<file path="src/rtl/wb_bridge_pkg.sv">
// Shared types and helpers for the CPU-to-Wishbone master bridge.
//   wb_state_e   : bus FSM states (IDLE / WR_CYC / RD_CYC)
//   wbuf_entry_t : posted-write entry layout {adr, dat, sel} at the default widths.
//                  The top re-declares the same layout at its own AW/DW.
//   clog2        : ceiling log2 for sizing pointers and counters
package wb_bridge_pkg;

  localparam int WB_AW = 26;
  localparam int WB_DW = 32;

  typedef enum logic [1:0] {
    IDLE   = 2'd0,
    WR_CYC = 2'd1,
    RD_CYC = 2'd2
  } wb_state_e;

  typedef struct packed {
    logic [WB_AW-1:0]   adr;
    logic [WB_DW-1:0]   dat;
    logic [WB_DW/8-1:0] sel;
  } wbuf_entry_t;

  function automatic int clog2(input int v);
    int r;
    r = 0;
    while ((1 << r) < v) r++;
    return r;
  endfunction

endpackage

</file>
<file path="src/rtl/wb_wbuf_fifo.sv">
// Posted-write FIFO for the Wishbone bridge.
//   clk_i, rst_i : clock, async active-low reset (flushes pointers and count)
//   push, din    : write an entry (ignored when full)
//   pop          : drop the head entry (ignored when empty)
//   dout         : head entry, valid while !empty
//   full, empty  : occupancy flags
// Pointers are log2(DEPTH) bits and wrap naturally; count is one bit wider.
module wb_wbuf_fifo
  import wb_bridge_pkg::*;
#(
  parameter int W     = 8,
  parameter int DEPTH = 4
) (
  input  logic         clk_i,
  input  logic         rst_i,
  input  logic         push,
  input  logic [W-1:0] din,
  input  logic         pop,
  output logic [W-1:0] dout,
  output logic         full,
  output logic         empty
);

  localparam int PW = clog2(DEPTH);

  logic [W-1:0]  mem [DEPTH];
  logic [PW-1:0] wr_ptr, rd_ptr;
  logic [PW:0]   cnt;
  logic          do_push, do_pop;

  assign full    = (cnt == (PW+1)'(DEPTH));
  assign empty   = (cnt == '0);
  assign dout    = mem[rd_ptr];
  assign do_push = push & ~full;
  assign do_pop  = pop & ~empty;

  // Storage carries no reset; only the pointers define what is valid.
  always_ff @(posedge clk_i) begin
    if (do_push) mem[wr_ptr] <= din;
  end

  always_ff @(posedge clk_i or negedge rst_i) begin
    if (!rst_i) begin
      wr_ptr <= '0;
      rd_ptr <= '0;
      cnt    <= '0;
    end else begin
      if (do_push) wr_ptr <= wr_ptr + PW'(1);
      if (do_pop)  rd_ptr <= rd_ptr + PW'(1);
      cnt <= cnt + (PW+1)'(do_push) - (PW+1)'(do_pop);
    end
  end

endmodule

</file>
<file path="src/rtl/wb_master_bridge.sv">
// CPU-to-Wishbone classic master with posted-write buffer.
//   CPU side : req_valid_i/req_ready_o handshake (req_we_i, req_adr_i, req_dat_i, req_sel_i),
//              rsp_valid_o pulse with rsp_dat_o/rsp_err_o for reads,
//              sticky wr_err_o for failed posted writes, cleared by wr_err_clr_i.
//   Bus side : adr_o, dat_o, sel_o, we_o, stb_o, cyc_o, tagn_o (all registered),
//              dat_i, ack_i, err_i.
//   clk_i, rst_i : clock, async active-low reset.
// Writes are buffered in wb_wbuf_fifo; a read waits in a holding register and
// blocks further requests, so it always follows every earlier write on the bus.
// Optional macro WB_TIMEOUT_EN: ends a cycle as an error after TMO_CYCLES
// cycles without ack/err. Without it a cycle waits indefinitely.
module wb_master_bridge
  import wb_bridge_pkg::*;
#(
  parameter int AW         = WB_AW,
  parameter int DW         = WB_DW,
  parameter int WBUF_DEPTH = 4,
  parameter int TMO_CYCLES = 255
) (
  input  logic          clk_i,
  input  logic          rst_i,
  input  logic          req_valid_i,
  output logic          req_ready_o,
  input  logic          req_we_i,
  input  logic [AW-1:0] req_adr_i,
  input  logic [DW-1:0] req_dat_i,
  input  logic [DW/8-1:0] req_sel_i,
  output logic          rsp_valid_o,
  output logic [DW-1:0] rsp_dat_o,
  output logic          rsp_err_o,
  output logic          wr_err_o,
  input  logic          wr_err_clr_i,
  output logic [AW-1:0] adr_o,
  output logic [DW-1:0] dat_o,
  output logic [DW/8-1:0] sel_o,
  output logic          we_o,
  output logic          stb_o,
  output logic          cyc_o,
  output logic          tagn_o,
  input  logic [DW-1:0] dat_i,
  input  logic          ack_i,
  input  logic          err_i
);

  localparam int SW = DW / 8;

  if (TMO_CYCLES < 1) begin : g_bad_tmo
    $error("TMO_CYCLES must be at least 1");
  end
  if ((WBUF_DEPTH < 2) || ((WBUF_DEPTH & (WBUF_DEPTH - 1)) != 0)) begin : g_bad_depth
    $error("WBUF_DEPTH must be a power of 2 and >= 2");
  end

  // Same field order as wbuf_entry_t, sized by this instance's parameters.
  typedef struct packed {
    logic [AW-1:0] adr;
    logic [DW-1:0] dat;
    logic [SW-1:0] sel;
  } entry_t;

  wb_state_e     state, state_n;
  entry_t        push_ent, head;
  logic          push, pop, full, empty;
  logic          run, rd_pending, accept;
  logic [AW-1:0] rd_adr;
  logic [SW-1:0] rd_sel;
  logic          cyc_end, bus_err, tmo_hit, rd_end;
  logic [AW-1:0] adr_n;
  logic [DW-1:0] dat_n;
  logic [SW-1:0] sel_n;
  logic          we_n, cyc_n;

  // run keeps ready low while reset is asserted and for the first edge after.
  assign req_ready_o = run & ~full & ~rd_pending;
  assign accept      = req_valid_i & req_ready_o;
  assign push        = accept & req_we_i;
  assign push_ent    = '{adr: req_adr_i, dat: req_dat_i, sel: req_sel_i};

  wb_wbuf_fifo #(.W($bits(entry_t)), .DEPTH(WBUF_DEPTH)) u_wbuf (
    .clk_i (clk_i),
    .rst_i (rst_i),
    .push  (push),
    .din   (push_ent),
    .pop   (pop),
    .dout  (head),
    .full  (full),
    .empty (empty)
  );

`ifdef WB_TIMEOUT_EN
  localparam int TW = (clog2(TMO_CYCLES + 1) < 1) ? 1 : clog2(TMO_CYCLES + 1);
  logic [TW-1:0] tmo_cnt;

  // Cleared while idle so it starts at 0 on the edge that opens a cycle.
  always_ff @(posedge clk_i or negedge rst_i) begin
    if (!rst_i)             tmo_cnt <= '0;
    else if (state == IDLE) tmo_cnt <= '0;
    else if (cyc_o)         tmo_cnt <= tmo_cnt + TW'(1);
  end

  assign tmo_hit = (state != IDLE) && (tmo_cnt == TW'(TMO_CYCLES - 1));
`else
  assign tmo_hit = 1'b0;
`endif

  // Timeout behaves exactly like err_i; err beats ack when both arrive.
  assign bus_err = err_i | tmo_hit;
  assign cyc_end = (state != IDLE) & (ack_i | bus_err);
  assign pop     = (state == WR_CYC) & cyc_end;
  assign rd_end  = (state == RD_CYC) & cyc_end;

  always_comb begin
    state_n = state;
    cyc_n   = cyc_o;
    we_n    = we_o;
    adr_n   = adr_o;
    dat_n   = dat_o;
    sel_n   = sel_o;
    case (state)
      IDLE: begin
        // Buffered writes drain before the pending read.
        if (!empty) begin
          state_n = WR_CYC;
          cyc_n   = 1'b1;
          we_n    = 1'b1;
          adr_n   = head.adr;
          dat_n   = head.dat;
          sel_n   = head.sel;
        end else if (rd_pending) begin
          state_n = RD_CYC;
          cyc_n   = 1'b1;
          we_n    = 1'b0;
          adr_n   = rd_adr;
          dat_n   = '0;
          sel_n   = rd_sel;
        end
      end
      default: begin
        if (cyc_end) begin
          state_n = IDLE;
          cyc_n   = 1'b0;
          we_n    = 1'b0;
        end
      end
    endcase
  end

  always_ff @(posedge clk_i or negedge rst_i) begin
    if (!rst_i) begin
      state  <= IDLE;
      cyc_o  <= 1'b0;
      stb_o  <= 1'b0;
      tagn_o <= 1'b0;
      we_o   <= 1'b0;
      adr_o  <= '0;
      dat_o  <= '0;
      sel_o  <= '0;
    end else begin
      state  <= state_n;
      cyc_o  <= cyc_n;
      stb_o  <= cyc_n;
      tagn_o <= cyc_n;
      we_o   <= we_n;
      adr_o  <= adr_n;
      dat_o  <= dat_n;
      sel_o  <= sel_n;
    end
  end

  always_ff @(posedge clk_i or negedge rst_i) begin
    if (!rst_i) begin
      run         <= 1'b0;
      rd_pending  <= 1'b0;
      rd_adr      <= '0;
      rd_sel      <= '0;
      rsp_valid_o <= 1'b0;
      rsp_dat_o   <= '0;
      rsp_err_o   <= 1'b0;
      wr_err_o    <= 1'b0;
    end else begin
      run         <= 1'b1;
      rsp_valid_o <= rd_end;
      // A read can only be accepted with rd_pending low, so these never collide.
      if (accept && !req_we_i) begin
        rd_pending <= 1'b1;
        rd_adr     <= req_adr_i;
        rd_sel     <= req_sel_i;
      end else if (rd_end) begin
        rd_pending <= 1'b0;
      end
      if (rd_end) begin
        rsp_err_o <= bus_err;
        rsp_dat_o <= bus_err ? '0 : dat_i;
      end
      // A new error outranks a clear on the same edge.
      if (pop && bus_err)    wr_err_o <= 1'b1;
      else if (wr_err_clr_i) wr_err_o <= 1'b0;
    end
  end

endmodule

</file>
<file path="config.mk">
export PLATFORM = sky130hd
export DESIGN_NAME = wb_master_bridge
export DESIGN_NICKNAME = d
export VERILOG_FILES = /design/src/rtl/wb_bridge_pkg.sv /design/src/rtl/wb_wbuf_fifo.sv /design/src/rtl/wb_master_bridge.sv
export SDC_FILE = /design/constraint.sdc
export NUM_CORES = 1
export LEC_CHECK = 0
export CAP_MARGIN = 20
export CORE_ASPECT_RATIO = 1.2
export CORE_MARGIN = 5
export CORE_UTILIZATION = 39
export CTS_BUF_LIST = sky130_fd_sc_hd__clkbuf_4 sky130_fd_sc_hd__clkbuf_8
export CTS_CLUSTER_DIAMETER = 80
export DETAILED_ROUTE_END_ITERATION = 8
export PLACE_DENSITY = 0.66
export SLEW_MARGIN = 30
export SYNTH_ARGS = -nofsm -noshare
export SYNTH_HDL_FRONTEND = slang
export SYNTH_HIERARCHICAL = 1
export SYNTH_SLANG_ARGS = --single-unit
</file>
<file path="constraint.sdc">
create_clock -name clk_i -period 4.5 [get_ports clk_i]
set_clock_uncertainty 0.15 [all_clocks]
set_input_delay 0.45 -clock clk_i [delete_from_list [all_inputs] [get_ports clk_i]]
set_output_delay 0.45 -clock clk_i [all_outputs]
set_load 0.01 [all_outputs]
</file>
Yosys cells after proc, flatten, opt, wreduce, memory -nomap -nowiden
Memories as Yosys holds them, arrays and structs flattened.
Cells that the tools add are included.
{"block": "op_classes", "mux": 24, "n_eq_ne": 5, "reduce_logical": 11, "n_bitwise": 13, "n_addsub": 4}
{"cell": "two-way mux 32 bit", "n": 3}
{"cell": "two-way mux 26 bit", "n": 2}
{"cell": "two-way mux 1 bit", "n": 13}
{"cell": "AND 1 bit", "n": 9}
{"cell": "two-way mux 2 bit", "n": 4}
{"cell": "two-way mux 4 bit", "n": 2}
{"cell": "nonzero test 2 bit", "n": 4}
{"cell": "adder 2 x 1 -> 2 bit (second input constant)", "n": 2}
{"cell": "AND reduction 2 bit", "n": 2}
{"cell": "adder 3 x 1 -> 3 bit", "n": 1}
{"cell": "== test 3 bit (second input constant)", "n": 1}
{"cell": "zero test 3 bit", "n": 1}
{"cell": "!= test 3 bit (second input constant)", "n": 1}
{"cell": "inverter 1 bit", "n": 3}
{"cell": "subtractor 3 x 1 -> 3 bit", "n": 1}
{"cell": "== test 2 x 1 -> 1 bit (second input constant)", "n": 1}
{"cell": "== test 2 bit (second input constant)", "n": 1}
{"cell": "logical AND 1 bit", "n": 2}
{"cell": "zero test 2 bit", "n": 1}
{"cell": "!= test 2 x 1 -> 1 bit (second input constant)", "n": 1}
{"cell": "zero test 1 bit", "n": 1}
{"cell": "bitwise OR 1 bit", "n": 1}
{"block": "totals", "input_bits": 101, "out_inout_bits": 102, "memories": 1, "ram_bits": 248, "register_bits": 140, "word_cells": 75}
{"memory": "u_wbuf.mem", "depth": 4, "word_bits": 62, "read_ports": 1, "rd_ports_with_merged_regs": 0, "write_ports": 1, "line": "wb_wbuf_fifo.sv:26", "rtl": "logic [W-1:0] mem [DEPTH];"}

Longest topological paths before layout
{"block": "logic_depth", "word_depth": 9, "mapped_depth": 10, "mapped_depth_nobuf": 10}

By module
Netlist, hierarchy kept.
{"module": "wb_wbuf_fifo", "area_per_inst_um2": 9487.8, "cells_each": 365, "n_inst": 1}
{"module": "wb_master_bridge", "area_per_inst_um2": 5651.7, "cells_each": 367, "n_inst": 1}

Least setup slack after synthesis
OpenSTA, ideal clock, no wires.
{"block": "synth_timing", "path_type": "register -> register", "start": "reg u_wbuf.cnt[2]", "end": "mem u_wbuf/mem[0][0] (netlist bit) (enable)", "n_path_buf": 0, "t_required_ns": 3.923, "path_slack_ns": 1.179, "period_less_slack_ns": 3.321, "setup_time_ns": 0.427, "stages_incl_launch_ff": 5, "t_arrival_ns": 2.744, "cell_sequence": "dfrtp_1 nor3b_2 nor3b_2 and3_1 and3b_1"}
{"block": "synth_via", "elab_chain_cells": 9}
{"element": "start, declared", "line": "wb_wbuf_fifo.sv:28", "rtl": "logic [PW:0] cnt;"}
{"element": "start signal, assigned", "line": "wb_wbuf_fifo.sv:50", "rtl": "cnt <= cnt + (PW+1)'(do_push) - (PW+1)'(do_pop);"}
{"element": "== test 3 bit", "line": "wb_wbuf_fifo.sv:31", "rtl": "assign full = (cnt == (PW+1)'(DEPTH));"}
{"element": "named net full", "line": "wb_master_bridge.sv:63", "rtl": "logic push, pop, full, empty;"}
{"element": "inverter 1 bit", "line": "wb_master_bridge.sv:74", "rtl": "assign req_ready_o = run & ~full & ~rd_pending;"}
{"element": "AND 1 bit (2 in a row)", "line": "wb_master_bridge.sv:74"}
{"element": "named net req_ready_o", "line": "wb_master_bridge.sv:23", "rtl": "output logic req_ready_o,"}
{"element": "AND 1 bit", "line": "wb_master_bridge.sv:75", "rtl": "assign accept = req_valid_i & req_ready_o;"}
{"element": "AND 1 bit", "line": "wb_master_bridge.sv:76", "rtl": "assign push = accept & req_we_i;"}
{"element": "named net push", "line": "wb_master_bridge.sv:63"}
{"element": "AND 1 bit", "line": "wb_wbuf_fifo.sv:34", "rtl": "assign do_push = push & ~full;"}
{"element": "two-way mux 1 bit", "line": "wb_wbuf_fifo.sv:39", "rtl": "if (do_push) mem[wr_ptr] <= din;"}
{"element": "two-way mux 1 bit (not written as such)", "line": "wb_wbuf_fifo.sv:39"}
{"element": "end, declared", "line": "wb_wbuf_fifo.sv:26"}
The timed path passes the listed nets, and every way through them passes these cells.

Worst setup path after layout
{"block": "layout_timing", "start": "reg u_wbuf.cnt[2]", "end": "mem u_wbuf/mem[3][39] (netlist bit) (enable)"}
{"block": "layout_via", "elab_chain_cells": 9}
{"element": "== test 3 bit", "line": "wb_wbuf_fifo.sv:31"}
{"element": "named net full", "line": "wb_master_bridge.sv:63"}
{"element": "inverter 1 bit", "line": "wb_master_bridge.sv:74"}
{"element": "AND 1 bit (2 in a row)", "line": "wb_master_bridge.sv:74"}
{"element": "AND 1 bit", "line": "wb_master_bridge.sv:75"}
{"element": "AND 1 bit", "line": "wb_master_bridge.sv:76"}
{"element": "named net push", "line": "wb_master_bridge.sv:63"}
{"element": "AND 1 bit", "line": "wb_wbuf_fifo.sv:34"}
{"element": "two-way mux 1 bit", "line": "wb_wbuf_fifo.sv:39"}
{"element": "two-way mux 1 bit (not written as such)", "line": "wb_wbuf_fifo.sv:39"}
The timed path passes the listed nets, and every way through them passes these cells.

==> metrics.md <==
| Metric | Value |
|---|---|
| Pwr Density | `636 nW/um^2` |
| Crit path from | `u_wbuf/cnt[2]` |
| Vias in the first global route | `8478` |
| Maximum VDD drop | `0.000392 V` |
| Initial core utilization | `39.3%` |
| Post-CTS sizing | `0` |
| Largest net degree at the start of global routing | `87` |
| Sequential standard cell area | `10900 um^2` |
| Achievable Freq | `between 300 and 400 MHz` |
| Worst Path Arrival | `3.11 ns` |
| Headroom to the max-slew limit | `36.9%` |
| Post-DRT Antenna Nets | `0` |
| Total grt overflow | `0` |
| Core area | `38500 um^2` |
| Finished Core Util | `49.4%` |
| Synthesized instance count | `732` |
| Sequential share of the synthesized area | `~72%` |
| Setup ws final | `1.51 ns` |
| Crit Path Class | `flip-flop to flip-flop` |
| Die Wd | `190 um` |
| Switching part of the total | `28.1%` |
| Final hold vios | `0` |
| H-tree depth | `3` |
| Final max-slew violation count | `0` |
| Clock-pin transition on the worst setup and hold timing paths | `0.06 ns` |
| Die area | `between 40000 and 50000 um^2` |
| Ys Warns | `6` |
| Port Buffers | `202` |
| TritonCTS clock tree | `built` |
| Yosys reg bits | `387` |
| Post-synthesis average cell area | `20.7 um^2` |
| Placed Area | `17600 um^2` |
| Clk_lat worst skew | `0.58 ns` |
| WL final | `31700 um` |
| Combinational power share | `31.3%` |
| Routed WL per cell | `around 21 um` |
| RSZ-0062 raised after global routing | `false` |
| HP Class | `input pin to async pin` |
| First-pass DRT Iterations | `4` |
| Clock root cell | `clkbuf_8` |
| Worst R2R Start | `u_wbuf/cnt[2]` |
| Least-Margin Pin Slew | `0.946 ns` |
| Nature of the critical path startpoint | `flip-flop` |
| Placement Setup Slack | `around 1.3 ns` |
| Largest area contributor in the netlist | `edfxtp_1` |
| Layout filler cell count | `3236` |
| Hold slack | `0.285 ns` |
| Share of layout cells above drive strength 1 | `31.0%` |
| First-pass GRT wire length | `~49000 um` |
| P_sw | `3.41 mW` |
| Synth top area share | `49.2%` |
| Syn Std Cell Area | `around 15000 um^2` |
| Main area contributors after synthesis | `edfxtp_1, dfrtp_1, mux4_2, mux2_2, mux2_4` |
| Nets | `1088` |
| Worst setup EP type | `flip-flop` |
| DRT iter0 DRCs | `287` |
| Min Tclk post-route | `2.99 ns` |
| GPL Wtd Cong | `0.717` |
| Via density | `5.01` |
| GRT Util Overall | `14.9%` |
| Internal | `8.70 mW` |
| Cells on worst reg2reg path | `5` |
| Part of the power in registers | `41.7%` |
| Max Cap Viol | `0` |
| Clk pwr share | `between 20% and 30%` |
| Final TNS setup | `0 ns` |
| Reg2reg end | `u_wbuf/mem[3][39]` |
| Setup-failing EPs final | `0` |
| Post-synthesis async set-or-reset flop share | `35.9%` |
| HPWL Detailed | `18500 um` |
| Most common flop cell mapped by yosys | `edfxtp_1` |
| Via Count | `7606` |
| N_diodes | `0` |
| CP max FO | `45` |
| Placed Cells | `1395` |
| # clock sinks | `387` |
| Worst EP required | `4.62 ns` |
| CTS Buf Count | `66` |
| Run status | `complete, no violations` |
| Fin cells | `1519` |
| Pleak | `6.98 nW` |
| Pwr Total | `~12 mW` |
| EDFF count, synth | `248` |
| Synth Net Count | `840` |
| End of the critical path | `u_wbuf/mem[3][39]` |
| Distinct cell type count after synthesis | `43` |
| Area growth syn-to-layout | `25.8%` |
| Design Area, Final | `19100 um^2` |
| I/O pin total | `203` |
| Die Span Y | `226 um` |
| Clk buf depth | `3` |
| Final period utilization | `66.4%` |
| Worst reg-to-reg setup slack | `1.51 ns` |
| Site Rows | `between 70 and 80` |
| Initial antenna violation count | `2` |
| DRC | `0` |
| Multi-input logic area | `3840 um^2` |
==> final cells by class <==
cell class,count,area share [%]
multi-input combinational,297,20.2
clock inverter,18,0.788
tap,486,3.19
sequential,387,57.4
timing repair buffer,219,11.7
clock buffer,103,6.59
inverter,9,0.177
==> worst max-delay path, stage by stage (launching register included) <==
cell and delay, ns:
dfrtp_1 0.46, nor3b_2 0.24, nor3b_2 0.24, and3_1 0.37
and3b_4 0.87, buf_4 0.33
==> what timing repair did <==
| item | 4_1_cts | 5_1_grt |
|---|---|---|
| hold buffers | 1 | 0 |
| hold endpoints to repair | 53 | 0 |
| setup buffers | 0 | 0 |
==> power groups by stage <==
stage	registers, mW	logic [mW]	clock network, mW
floorplan	5.07	2.34	0
global placement	5.19	3.69	0
detailed placement	5.21	3.75	0
CTS	5.15	3.76	3.40
global route	5.15	4.11	3.57
finish	5.05	3.79	3.27
==> cell families after synthesis <==
kind of cell	share of synthesized area, %
fa+ha+maj	0.628
flops	72.2
compound gates	2.46
xor+xnor	0.231
mux	18.9
other cells	0.0248
simple gates	2.89
buf+inv	2.65
==> metal layers <==
metal / share of wire, % / vias to the layer above / track usage [%]
met4: 1.9 / 4 / 5.11
met5: 0.079 / - / 0
met2: 50 / 225 / 24.5
met1: 42 / 3935 / 19.1
met3: 6.3 / 60 / 4.13
li1: - / 3382 / -
==> synthesized netlist by cell type, drive strengths merged (3+ instances only) <==
cell    count
and2b      15
edfxtp    248
nor2b      19
mux4       62
a22o       33
o21ai       3
xnor2       4
clkbuf      7
nand2       4
dfrtp     139
nor3b       3
and3b       5
mux2      122
buf        32
ha          6
nand2b      4
inv         9
==> placed cells by master, fill, tap and decap left out, types with 3 or more instances in the layout <==
cell               n
edfxtp_1         248
clkdlybuf4s50_1  201
dfrtp_1          137
mux2_2            90
clkbuf_8          77
mux4_2            58
a22o_1            32
clkbuf_4          26
mux2_4            22
nor2b_1           17
and2b_1           15
mux2_1            10
buf_4             10
inv_1              8
clkinv_1           6
buf_12             6
ha_1               6
and3b_4            5
clkinv_2           5
nand2_1            4
nand2b_1           4
xnor2_1            4
mux4_1             4
clkinvlp_4         3
==> worst min-delay path by stage <==
stage	start	endpoint	slack [ns]	depth (start not counted)
global placement	rst_i	adr_o[11]	0.31	1
floorplan	rst_i	adr_o[0]	0.004	0
finish	rst_i	adr_o[11]	0.28	2
detailed placement	rst_i	adr_o[11]	0.32	1
CTS	wr_err_clr_i	wr_err_o	0.24	2
global route	wr_err_clr_i	wr_err_o	0.27	2
==> state kept, by name (all words and copies together) (netlist names) <==
name,cells
u_wbuf/rd_ptr,2
rd_sel,4
run,1
dat_o,32
state,2
rd_adr,26
tagn_o,1
rsp_dat_o,32
rsp_valid_o,1
wr_err_o,1
sel_o,4
rd_pending,1
u_wbuf/cnt,3
u_wbuf/mem,248
adr_o,26
rsp_err_o,1
u_wbuf/wr_ptr,2
Note: power is estimated with default switching activity, not from simulation.
